--- src/rtl/dot_pkg.sv ---
// Shared types and constants for the APEX dot-product sequencer.
package dot_pkg;

    typedef enum logic [2:0] {
        IDLE,
        REQ_A,
        WAIT_A,
        REQ_B,
        WAIT_B,
        MAC,
        WRITE,
        DONE
    } state_t;

    // Control word bit positions
    localparam int CTRL_START = 0;
    localparam int CTRL_ABORT = 1;

    // Status word bit positions
    localparam int ST_BUSY    = 0;
    localparam int ST_DONE    = 1;
    localparam int ST_OVF     = 2;
    localparam int ST_ABORTED = 3;

    // Byte distance between consecutive vector elements
    localparam int ELEM_BYTES = 4;

endpackage

--- src/rtl/dot_product_ctrl_if.sv ---
// Memory-side handshake bundle: single-outstanding read port and a write port.
interface dot_product_ctrl_if #(
    parameter int DATA_WIDTH = 32
);
    logic                  o_rd_req;
    logic [DATA_WIDTH-1:0] o_rd_addr;
    logic                  i_rd_gnt;
    logic                  i_rd_valid;
    logic [DATA_WIDTH-1:0] i_rd_data;
    logic                  o_wr_req;
    logic [DATA_WIDTH-1:0] o_wr_addr;
    logic [DATA_WIDTH-1:0] o_wr_data;
    logic                  i_wr_ack;

    modport master (
        output o_rd_req, o_rd_addr, o_wr_req, o_wr_addr, o_wr_data,
        input  i_rd_gnt, i_rd_valid, i_rd_data, i_wr_ack
    );

    modport slave (
        input  o_rd_req, o_rd_addr, o_wr_req, o_wr_addr, o_wr_data,
        output i_rd_gnt, i_rd_valid, i_rd_data, i_wr_ack
    );
endinterface

--- src/rtl/dot_mac.sv ---
// Signed multiply-accumulate register with signed 32-bit range flag.
module dot_mac #(
    parameter int DATA_WIDTH = 32,
    parameter int ACC_WIDTH  = 64
) (
    input  logic                         clk,
    input  logic                         rst,
    input  logic                         clr,
    input  logic                         en,
    input  logic signed [DATA_WIDTH-1:0] a,
    input  logic signed [DATA_WIDTH-1:0] b,
    output logic signed [ACC_WIDTH-1:0]  acc,
    output logic                         ovf
);
    logic signed [2*DATA_WIDTH-1:0] prod;
    logic signed [ACC_WIDTH-1:0]    prod_ext;

    assign prod     = a * b;
    assign prod_ext = ACC_WIDTH'(prod);

    // The result fits in DATA_WIDTH signed bits only when every bit from the
    // result sign bit upward is a copy of the sign.
    assign ovf = ~((&acc[ACC_WIDTH-1:DATA_WIDTH-1]) | ~(|acc[ACC_WIDTH-1:DATA_WIDTH-1]));

    // Accumulator: cleared at job start, one product added per MAC cycle.
    always_ff @(posedge clk or posedge rst) begin
        if (rst) begin
            acc <= '0;
        end else if (clr) begin
            acc <= '0;
        end else if (en) begin
            acc <= acc + prod_ext;
        end
    end
endmodule

--- src/rtl/dot_product_ctrl.sv ---
// Dot-product sequencer: fetches A[i]/B[i], accumulates, writes the result.
module dot_product_ctrl
    import dot_pkg::*;
#(
    parameter int DATA_WIDTH = 32,
    parameter int ACC_WIDTH  = 64
) (
    input  logic                  ACLK,
    input  logic                  ARESET,
    input  logic [31:0]           i_ctrl,
    input  logic [DATA_WIDTH-1:0] i_a_base,
    input  logic [DATA_WIDTH-1:0] i_b_base,
    input  logic [DATA_WIDTH-1:0] i_len,
    input  logic [DATA_WIDTH-1:0] i_out_addr,
    dot_product_ctrl_if.master    mem,
    output logic [31:0]           o_status
);
    state_t state, state_nx;

    logic                         start_q;
    logic                         start_edge;
    logic                         accept_start;
    logic                         busy_state;
    logic                         abort_req;
    logic [DATA_WIDTH-1:0]        a_ptr, b_ptr, out_addr, len_q, idx;
    logic signed [DATA_WIDTH-1:0] a_q, b_q;
    logic signed [ACC_WIDTH-1:0]  acc;
    logic                         mac_ovf;
    logic                         st_busy, st_done, st_ovf, st_aborted;
    logic                         tie_unused;

    assign start_edge   = i_ctrl[CTRL_START] & ~start_q;
    assign accept_start = (state == IDLE) & start_edge;
    assign busy_state   = (state != IDLE) && (state != DONE);
    assign abort_req    = i_ctrl[CTRL_ABORT] & busy_state;
    assign tie_unused   = ^{i_ctrl[31:2], acc[ACC_WIDTH-1:DATA_WIDTH]};

    assign o_status = {28'd0, st_aborted, st_ovf, st_done, st_busy};

    dot_mac #(
        .DATA_WIDTH(DATA_WIDTH),
        .ACC_WIDTH (ACC_WIDTH)
    ) u_mac (
        .clk(ACLK),
        .rst(ARESET),
        .clr(accept_start),
        .en (state == MAC),
        .a  (a_q),
        .b  (b_q),
        .acc(acc),
        .ovf(mac_ovf)
    );

    // State register.
    always_ff @(posedge ACLK or posedge ARESET) begin
        if (ARESET) begin
            state <= IDLE;
        end else begin
            state <= state_nx;
        end
    end

    // Next-state logic; abort overrides any handshake seen in the same cycle.
    always_comb begin
        state_nx = state;
        case (state)
            IDLE:    if (start_edge) state_nx = (i_len == '0) ? WRITE : REQ_A;
            REQ_A:   if (mem.i_rd_gnt) state_nx = WAIT_A;
            WAIT_A:  if (mem.i_rd_valid) state_nx = REQ_B;
            REQ_B:   if (mem.i_rd_gnt) state_nx = WAIT_B;
            WAIT_B:  if (mem.i_rd_valid) state_nx = MAC;
            MAC:     state_nx = (idx == len_q - DATA_WIDTH'(1)) ? WRITE : REQ_A;
            WRITE:   if (mem.i_wr_ack) state_nx = DONE;
            DONE:    state_nx = IDLE;
            default: state_nx = IDLE;
        endcase
        if (abort_req) begin
            state_nx = IDLE;
        end
    end

    // Job registers, operand capture, pointer stepping and sticky status bits.
    always_ff @(posedge ACLK or posedge ARESET) begin
        if (ARESET) begin
            start_q    <= 1'b0;
            a_ptr      <= '0;
            b_ptr      <= '0;
            out_addr   <= '0;
            len_q      <= '0;
            idx        <= '0;
            a_q        <= '0;
            b_q        <= '0;
            st_busy    <= 1'b0;
            st_done    <= 1'b0;
            st_ovf     <= 1'b0;
            st_aborted <= 1'b0;
        end else begin
            start_q <= i_ctrl[CTRL_START];
            if (accept_start) begin
                a_ptr      <= i_a_base;
                b_ptr      <= i_b_base;
                out_addr   <= i_out_addr;
                len_q      <= i_len;
                idx        <= '0;
                st_busy    <= 1'b1;
                st_done    <= 1'b0;
                st_ovf     <= 1'b0;
                st_aborted <= 1'b0;
            end
            case (state)
                WAIT_A: if (mem.i_rd_valid) a_q <= mem.i_rd_data;
                WAIT_B: if (mem.i_rd_valid) b_q <= mem.i_rd_data;
                MAC: begin
                    a_ptr <= a_ptr + DATA_WIDTH'(ELEM_BYTES);
                    b_ptr <= b_ptr + DATA_WIDTH'(ELEM_BYTES);
                    idx   <= idx + DATA_WIDTH'(1);
                end
                DONE: begin
                    st_busy <= 1'b0;
                    st_done <= 1'b1;
                    st_ovf  <= mac_ovf;
                end
                default: ;
            endcase
            if (abort_req) begin
                st_busy    <= 1'b0;
                st_aborted <= 1'b1;
            end
        end
    end

    // Memory-port outputs decoded purely from registered state.
    always_comb begin
        mem.o_rd_req  = 1'b0;
        mem.o_rd_addr = '0;
        mem.o_wr_req  = 1'b0;
        mem.o_wr_addr = '0;
        mem.o_wr_data = '0;
        case (state)
            REQ_A: begin
                mem.o_rd_req  = 1'b1;
                mem.o_rd_addr = a_ptr;
            end
            REQ_B: begin
                mem.o_rd_req  = 1'b1;
                mem.o_rd_addr = b_ptr;
            end
            WRITE: begin
                mem.o_wr_req  = 1'b1;
                mem.o_wr_addr = out_addr;
                mem.o_wr_data = acc[DATA_WIDTH-1:0];
            end
            default: ;
        endcase
    end
endmodule

--- src/flat_wrapper.sv ---
// flat-port wrapper written by rule: the top's interface ports become plain ports
module dot_product_ctrl_flat import dot_pkg::*;
#(
    parameter int DATA_WIDTH = 32,
    parameter int ACC_WIDTH  = 64
)
  (ACLK, ARESET, i_ctrl, i_a_base, i_b_base, i_len, i_out_addr, o_status, mem_o_rd_req, mem_o_rd_addr, mem_o_wr_req, mem_o_wr_addr, mem_o_wr_data, mem_i_rd_gnt, mem_i_rd_valid, mem_i_rd_data, mem_i_wr_ack);
  dot_product_ctrl_if #(.DATA_WIDTH(DATA_WIDTH)) mem_i ();
  input  logic ACLK;
  input  logic ARESET;
  input  logic [31:0] i_ctrl;
  input  logic [DATA_WIDTH-1:0] i_a_base;
  input  logic [DATA_WIDTH-1:0] i_b_base;
  input  logic [DATA_WIDTH-1:0] i_len;
  input  logic [DATA_WIDTH-1:0] i_out_addr;
  output logic [31:0] o_status;
  output wire logic [$bits(mem_i.o_rd_req)-1:0] mem_o_rd_req;
  output wire logic [$bits(mem_i.o_rd_addr)-1:0] mem_o_rd_addr;
  output wire logic [$bits(mem_i.o_wr_req)-1:0] mem_o_wr_req;
  output wire logic [$bits(mem_i.o_wr_addr)-1:0] mem_o_wr_addr;
  output wire logic [$bits(mem_i.o_wr_data)-1:0] mem_o_wr_data;
  input wire logic [$bits(mem_i.i_rd_gnt)-1:0] mem_i_rd_gnt;
  input wire logic [$bits(mem_i.i_rd_valid)-1:0] mem_i_rd_valid;
  input wire logic [$bits(mem_i.i_rd_data)-1:0] mem_i_rd_data;
  input wire logic [$bits(mem_i.i_wr_ack)-1:0] mem_i_wr_ack;
  assign mem_o_rd_req = mem_i.o_rd_req;
  assign mem_o_rd_addr = mem_i.o_rd_addr;
  assign mem_o_wr_req = mem_i.o_wr_req;
  assign mem_o_wr_addr = mem_i.o_wr_addr;
  assign mem_o_wr_data = mem_i.o_wr_data;
  assign mem_i.i_rd_gnt = mem_i_rd_gnt;
  assign mem_i.i_rd_valid = mem_i_rd_valid;
  assign mem_i.i_rd_data = mem_i_rd_data;
  assign mem_i.i_wr_ack = mem_i_wr_ack;
  dot_product_ctrl #(.DATA_WIDTH(DATA_WIDTH), .ACC_WIDTH(ACC_WIDTH)) u_core (.ACLK(ACLK), .ARESET(ARESET), .i_ctrl(i_ctrl), .i_a_base(i_a_base), .i_b_base(i_b_base), .i_len(i_len), .i_out_addr(i_out_addr), .mem(mem_i), .o_status(o_status));
endmodule
--- config.mk ---
export PLATFORM = sky130hd
export DESIGN_NAME = dot_product_ctrl_flat
export DESIGN_NICKNAME = d
export VERILOG_FILES = /design/src/rtl/dot_pkg.sv /design/src/rtl/dot_product_ctrl_if.sv /design/src/rtl/dot_mac.sv /design/src/rtl/dot_product_ctrl.sv /design/src/flat_wrapper.sv
export SDC_FILE = /design/constraint.sdc
export NUM_CORES = 2
export LEC_CHECK = 0
export CAP_MARGIN = 20
export CORE_ASPECT_RATIO = 0.5
export CORE_MARGIN = 4
export CORE_UTILIZATION = 40
export DETAILED_ROUTE_END_ITERATION = 12
export GPL_ROUTABILITY_DRIVEN = 0
export PLACE_DENSITY = 0.59
export SETUP_SLACK_MARGIN = 0.5
export SYNTH_ARGS = -nofsm -noshare
export SYNTH_HDL_FRONTEND = slang
export SYNTH_HIERARCHICAL = 1
export SYNTH_SLANG_ARGS = --single-unit
--- constraint.sdc ---
create_clock -name ACLK -period 13.5 [get_ports ACLK]
set_input_delay 2.7 -clock ACLK [delete_from_list [all_inputs] [get_ports ACLK]]
set_output_delay 2.7 -clock ACLK [all_outputs]
set_load 0.01 [all_outputs]
# == Word level (Yosys, flattened, before mapping) ==
# Cells that the tools add are included.
# classes
addsub,5
n_mul,1
eq_ne,15
mux,30
bitwise,7
n_reduce_logical,14
# op_table
operator,n
32-bit 2-to-1 mux,8
64-bit 2-to-1 mux,2
32-bit by 3-bit adder with 32-bit output (second input constant),2
64-bit adder,1
32-bit by 32-bit multiplier with 64-bit output,1
32-bit one-hot mux with 2 select lines,1
33-bit AND reduction,1
33-bit OR reduction,1
32-bit by 1-bit adder with 32-bit output (second input constant),1
32-bit == test,1
32-bit zero test,1
32-bit by 1-bit subtractor with 32-bit output (second input constant),1
3-bit 2-to-1 mux,9
3-bit one-hot mux with 8 select lines,1
3-bit by 2-bit inequality test with 1-bit output (second input constant),5
3-bit == test (second input constant),4
1-bit 2-to-1 mux,9
3-bit by 2-bit == test with 1-bit output (second input constant),2
6-bit AND reduction,1
2-bit nonzero test,3
3-bit nonzero test,2
2-bit AND reduction,2
1-bit bitwise AND,3
3-bit by 1-bit == test with 1-bit output (second input constant),1
other kinds (7),9
# totals
register_bits,296
in_bits,197

# == Depth between registers and ports, before layout ==
# logic_depth
word_depth,6
depth_mapped,29
mapped_depth_nobuf,27

# == Modules after synthesis ==
# The synthesis kept the hierarchy.
# modules_own_cells
module,instances,cells_each,area_per_inst_um2
dot_mac,1,4614,43030.0
dot_product_ctrl,1,1446,12922.4

# == Least setup slack after synthesis ==
# Ideal clock, no wire load.
# synth_path
path_kind,register -> register
start,register u_core.a_q[31]
end,register u_core.u_mac.acc[61]
setup_time_ns,0.069
arrival_ns,8.359
t_required_ns,13.431
path_slack_ns,5.071
stages_incl_launch_ff,27
n_path_buf,1
cell_sequence,dfrtp_1 -> clkbuf_1 -> nand2_1 -> fa_1 -> fa_1 -> inv_1 -> fa_1 -> inv_1 -> fa_1 -> inv_1 -> fa_1 -> fa_1 -> fa_1 -> inv_1 -> fa_1 -> inv_1 -> ha_1 -> a21oi_2 -> o21ai_1 -> a2111oi_2 -> nor4_1 -> o21ai_2 -> nand4_1 -> a31oi_2 -> a21oi_1 -> or4b_1 -> nand3_1
# synth_between
elab_chain_len,4
# synth_rtl
item,line_no,source
start: declaration,dot_product_ctrl.sv:26,"logic signed [DATA_WIDTH-1:0] a_q, b_q;"
start signal: assignment,dot_product_ctrl.sv:111,WAIT_A: if (mem.i_rd_valid) a_q <= mem.i_rd_data;
32-bit by 32-bit multiplier with 64-bit output,dot_mac.sv:18,assign prod = a * b;
64-bit adder,dot_mac.sv:32,acc <= acc + prod_ext;
64-bit 2-to-1 mux,dot_mac.sv:31,end else if (en) begin
64-bit 2-to-1 mux,dot_mac.sv:29,end else if (clr) begin
end signal: assignment,dot_mac.sv:32,
end: declaration,dot_mac.sv:12,"output logic signed [ACC_WIDTH-1:0] acc,"
# Every way passes these cells. The select of a mux whose other input is x is not followed.
# A chain may end at the register's enable or synchronous reset.

# == Worst setup path in the final report ==
# layout_path
start,register u_core.a_q[31]
end,register u_core.u_mac.acc[53]
# The elaborated chain is that of the path after synthesis.

==> results.ini <==
[timing]
max_freq_mhz = 114
timing.final.ws_setup_ns = 4.70
rsz0062_at_grt = no
setup_viol = 0
slew_violations = 0
max_slew_margin_pct = 27.2
final_hold_viol_count = 0
post-route-period-util_pct = 65.2
setup_tns_ns = 0
period_needed_ns = 8.80
worstMarginPinSlew_ns = 1.08
skew_ns = 0.0438

[floorplanning]
rows = 96
pin_count = 327
start_util_pct = 40.5
core_area_mm2 = 0.138
die_area_mm2 = 0.146
die_width_um = 537
dieHeight_um = 272

[worst_setup_path]
worstSetupStartpointType = flip-flop
cp_max_fo = 17
cp.required_ns = 13.97
cp-end-kind = flip-flop
cp.arrival_ns = 9.27
path_class = flip-flop to flip-flop

[drt]
vias = 40619
drt_iter0_markers = 2886
wl_um = 149000
postRouteAntennaNets = 0
drtPass1Iterations = 8
wl_per_cell_um = 18.6
drc = 0
detail_route.vias_per_cell = 5.07

[global_routing]
grt_pass1_vias = 42733
grt-ovfl-total = 0
grt_usage_pct = 21.0
antenna_found_initial = 4
grt_pass1_wl_um = 242000
grt_max_degree = 119

[finish]
drive_gt1_share_pct = 4.28
fillers = 13459
syn_to_final_growth_pct = 10.1
final_cell_mix = inv_1 (1281), fa_1 (1210), nand2_1 (916)
nNetsFinal = 7750
layout_commonest_cell = inv_1

[placement]
place.port_buffers = 268
place_worst_setup_slack_ns = 4.47
place_hpwl_um = 118000

[logic_synthesis]
ys_warn_count = 6
syn_area_per_cell_um2 = 9.23
synth_compound_area_share_pct = 5.50
synth_cells = 6060
ys_ff_latch = 296
async_reset_ff_share_pct = 100
synthFlopType = dfrtp_1
synthTopCellsByArea = fa_1 (43%), dfrtp_1 (13%), inv_1 (8.6%), nand2_1 (6.2%), and2_1 (5.9%)
synthMuxAreaShare_pct = 2.90
synth_seq_area_share_pct = 13.2
synth_area_mm2 = 0.0560
synthXorXnorAreaFrac_pct = 1.71
yosys.area_share.adder_pct = 48.3
synth_area_leader_cell = fa_1
yosys.area_share.simple_pct = 17.1
synth_top_family_by_area = adder cells
synth_edf_count = 0
synth.top_cell.area_share_pct = 43.3
ys_types = 91

[worst_hold_path]
min_path_type = flip-flop to flip-flop

[cts]
root_buffer = clkbuf_16
ctsLongestPathBuffers = 3
cts_buffers = 38
clk_pin_slew_ns = 0.07
h-tree-depth = 2
insertion_delay_ns = 0.63
cts_resized = 0
hold_buffers = 0
cts.sinks = 296
cts_tree = built
postCtsSetupBuffers = 0

[run_status]
status = finished clean

[flow_run]
maxCapViolCount = 0

## synth_stat cells, types with 8 or more instances
library cell and count:
and2_1 531, or3_1 16, o21ai_1 11, nand2b_1 20, a21oi_1 84, clkbuf_1 293
fa_1 1210, inv_1 1283, nand4_1 38, mux2i_1 88, xor2_1 30, o31ai_1 14
xnor2_1 79, dfrtp_1 296, nor3_1 35, buf_4 32, o211ai_1 30, o21bai_1 14
and3_1 33, mux2_2 66, nand2_1 917, nor3b_1 11, ha_1 222, nand3_1 71
o311ai_0 19, nor2_1 202, buf_1 16, a221o_1 28, nor4_1 44, nor2b_1 15
o21ai_0 111, or4_1 8, a31oi_1 26, a21o_1 28, a211oi_1 8
## area by class of cell
| cell class | count | area, um2 | share of cell area [%] |
|---|---|---|---|
| diodes | 2 | 5.00 | 0.00812 |
| repair buffers | 345 | 3270 | 5.31 |
| clock buffers | 49 | 1050 | 1.71 |
| inverters | 1285 | 4840 | 7.85 |
| multi-input cells | 4155 | 42400 | 68.8 |
| flip-flops and latches | 296 | 7420 | 12.0 |
| clock inverters | 20 | 314 | 0.510 |
| well taps | 1862 | 2330 | 3.78 |
## state kept, by name, summed over array words and instances (netlist names)
signal             cells
u_core/u_mac/acc      64
u_core/a_ptr          32
u_core/a_q            32
u_core/b_ptr          32
u_core/b_q            32
u_core/idx            32
u_core/len_q          32
u_core/out_addr       32
u_core/state           3
u_core/st_aborted      1
u_core/st_busy         1
u_core/st_done         1
u_core/st_ovf          1
u_core/start_q         1
## critical path, cell delays in order (launching register included)
cell and delay, ns:
dfrtp_1 0.71, buf_8 0.24, nand2_1 0.14, inv_1 0.13, fa_1 0.40, inv_1 0.25, fa_1 0.46, inv_1 0.23
fa_1 0.52, inv_1 0.61, fa_1 0.53, inv_1 0.08, fa_1 0.44, fa_1 0.50, fa_1 0.49, inv_1 0.05
fa_1 0.48, inv_1 0.04, ha_1 0.31, inv_1 0.17, o21bai_1 0.10, a21oi_1 0.40, and2_1 0.22, nand2_1 0.06
o21ai_0 0.55, o21bai_1 0.19, xnor2_1 0.21, o21ai_0 0.11
## through the flow
stage | hold WS [ns] | instances | utilization, % | cell area, um2
6_report | 0.465 | 8014 | 44.6 | 61600
2_1_floorplan | 0.437 | 6087 | - | 56100
5_1_grt | 0.489 | 8013 | 44.6 | 61600
3_5_place_dp | 0.454 | 7942 | 43.6 | 60200
3_3_place_gp | 0.450 | 7942 | 43.6 | 60200
4_1_cts | 0.469 | 8011 | 44.6 | 61600
## path summary, 6_finish.rpt
check | start | to | slack [ns] | depth (start not counted)
max reg2reg | u_core/a_q[31] | u_core/u_mac/acc[53] | 4.70 | 27
min in group asynchronous | ARESET | u_core/out_addr[0] | 2.68 | 2
max | u_core/a_q[31] | u_core/u_mac/acc[53] | 4.70 | 27
max in group asynchronous | ARESET | u_core/a_q[10] | 9.13 | 3
min | u_core/out_addr[30] | u_core/out_addr[30] | 0.46 | 2
min reg2reg | u_core/out_addr[30] | u_core/out_addr[30] | 0.46 | 2
## logic make-up (layout without fill, tap and decap cells)
logic type / count (synthesis) / in the layout
simple gates: 1980 / 1980
buf+inv: 1636 / 1699
fa+ha+maj: 1432 / 1432
compound gates: 452 / 452
flops: 296 / 296
mux: 154 / 154
xor+xnor: 109 / 109
other cells: 1 / 30
## per-layer routing
layer / track usage [%] / wire [um] / share of wire, % / up-vias
li1: - / - / - / 18283
met1: 29.3 / 65800 / 44 / 21040
met2: 34.3 / 71100 / 48 / 1126
met3: 3.60 / 9160 / 6.1 / 168
met4: 4.45 / 3090 / 2.1 / 2
met5: 0 / 12 / 0.0080 / -
Power is left out: the tool's default activity adds up to more than one toggle a clock period on the data nets, which glitch-free logic cannot reach.
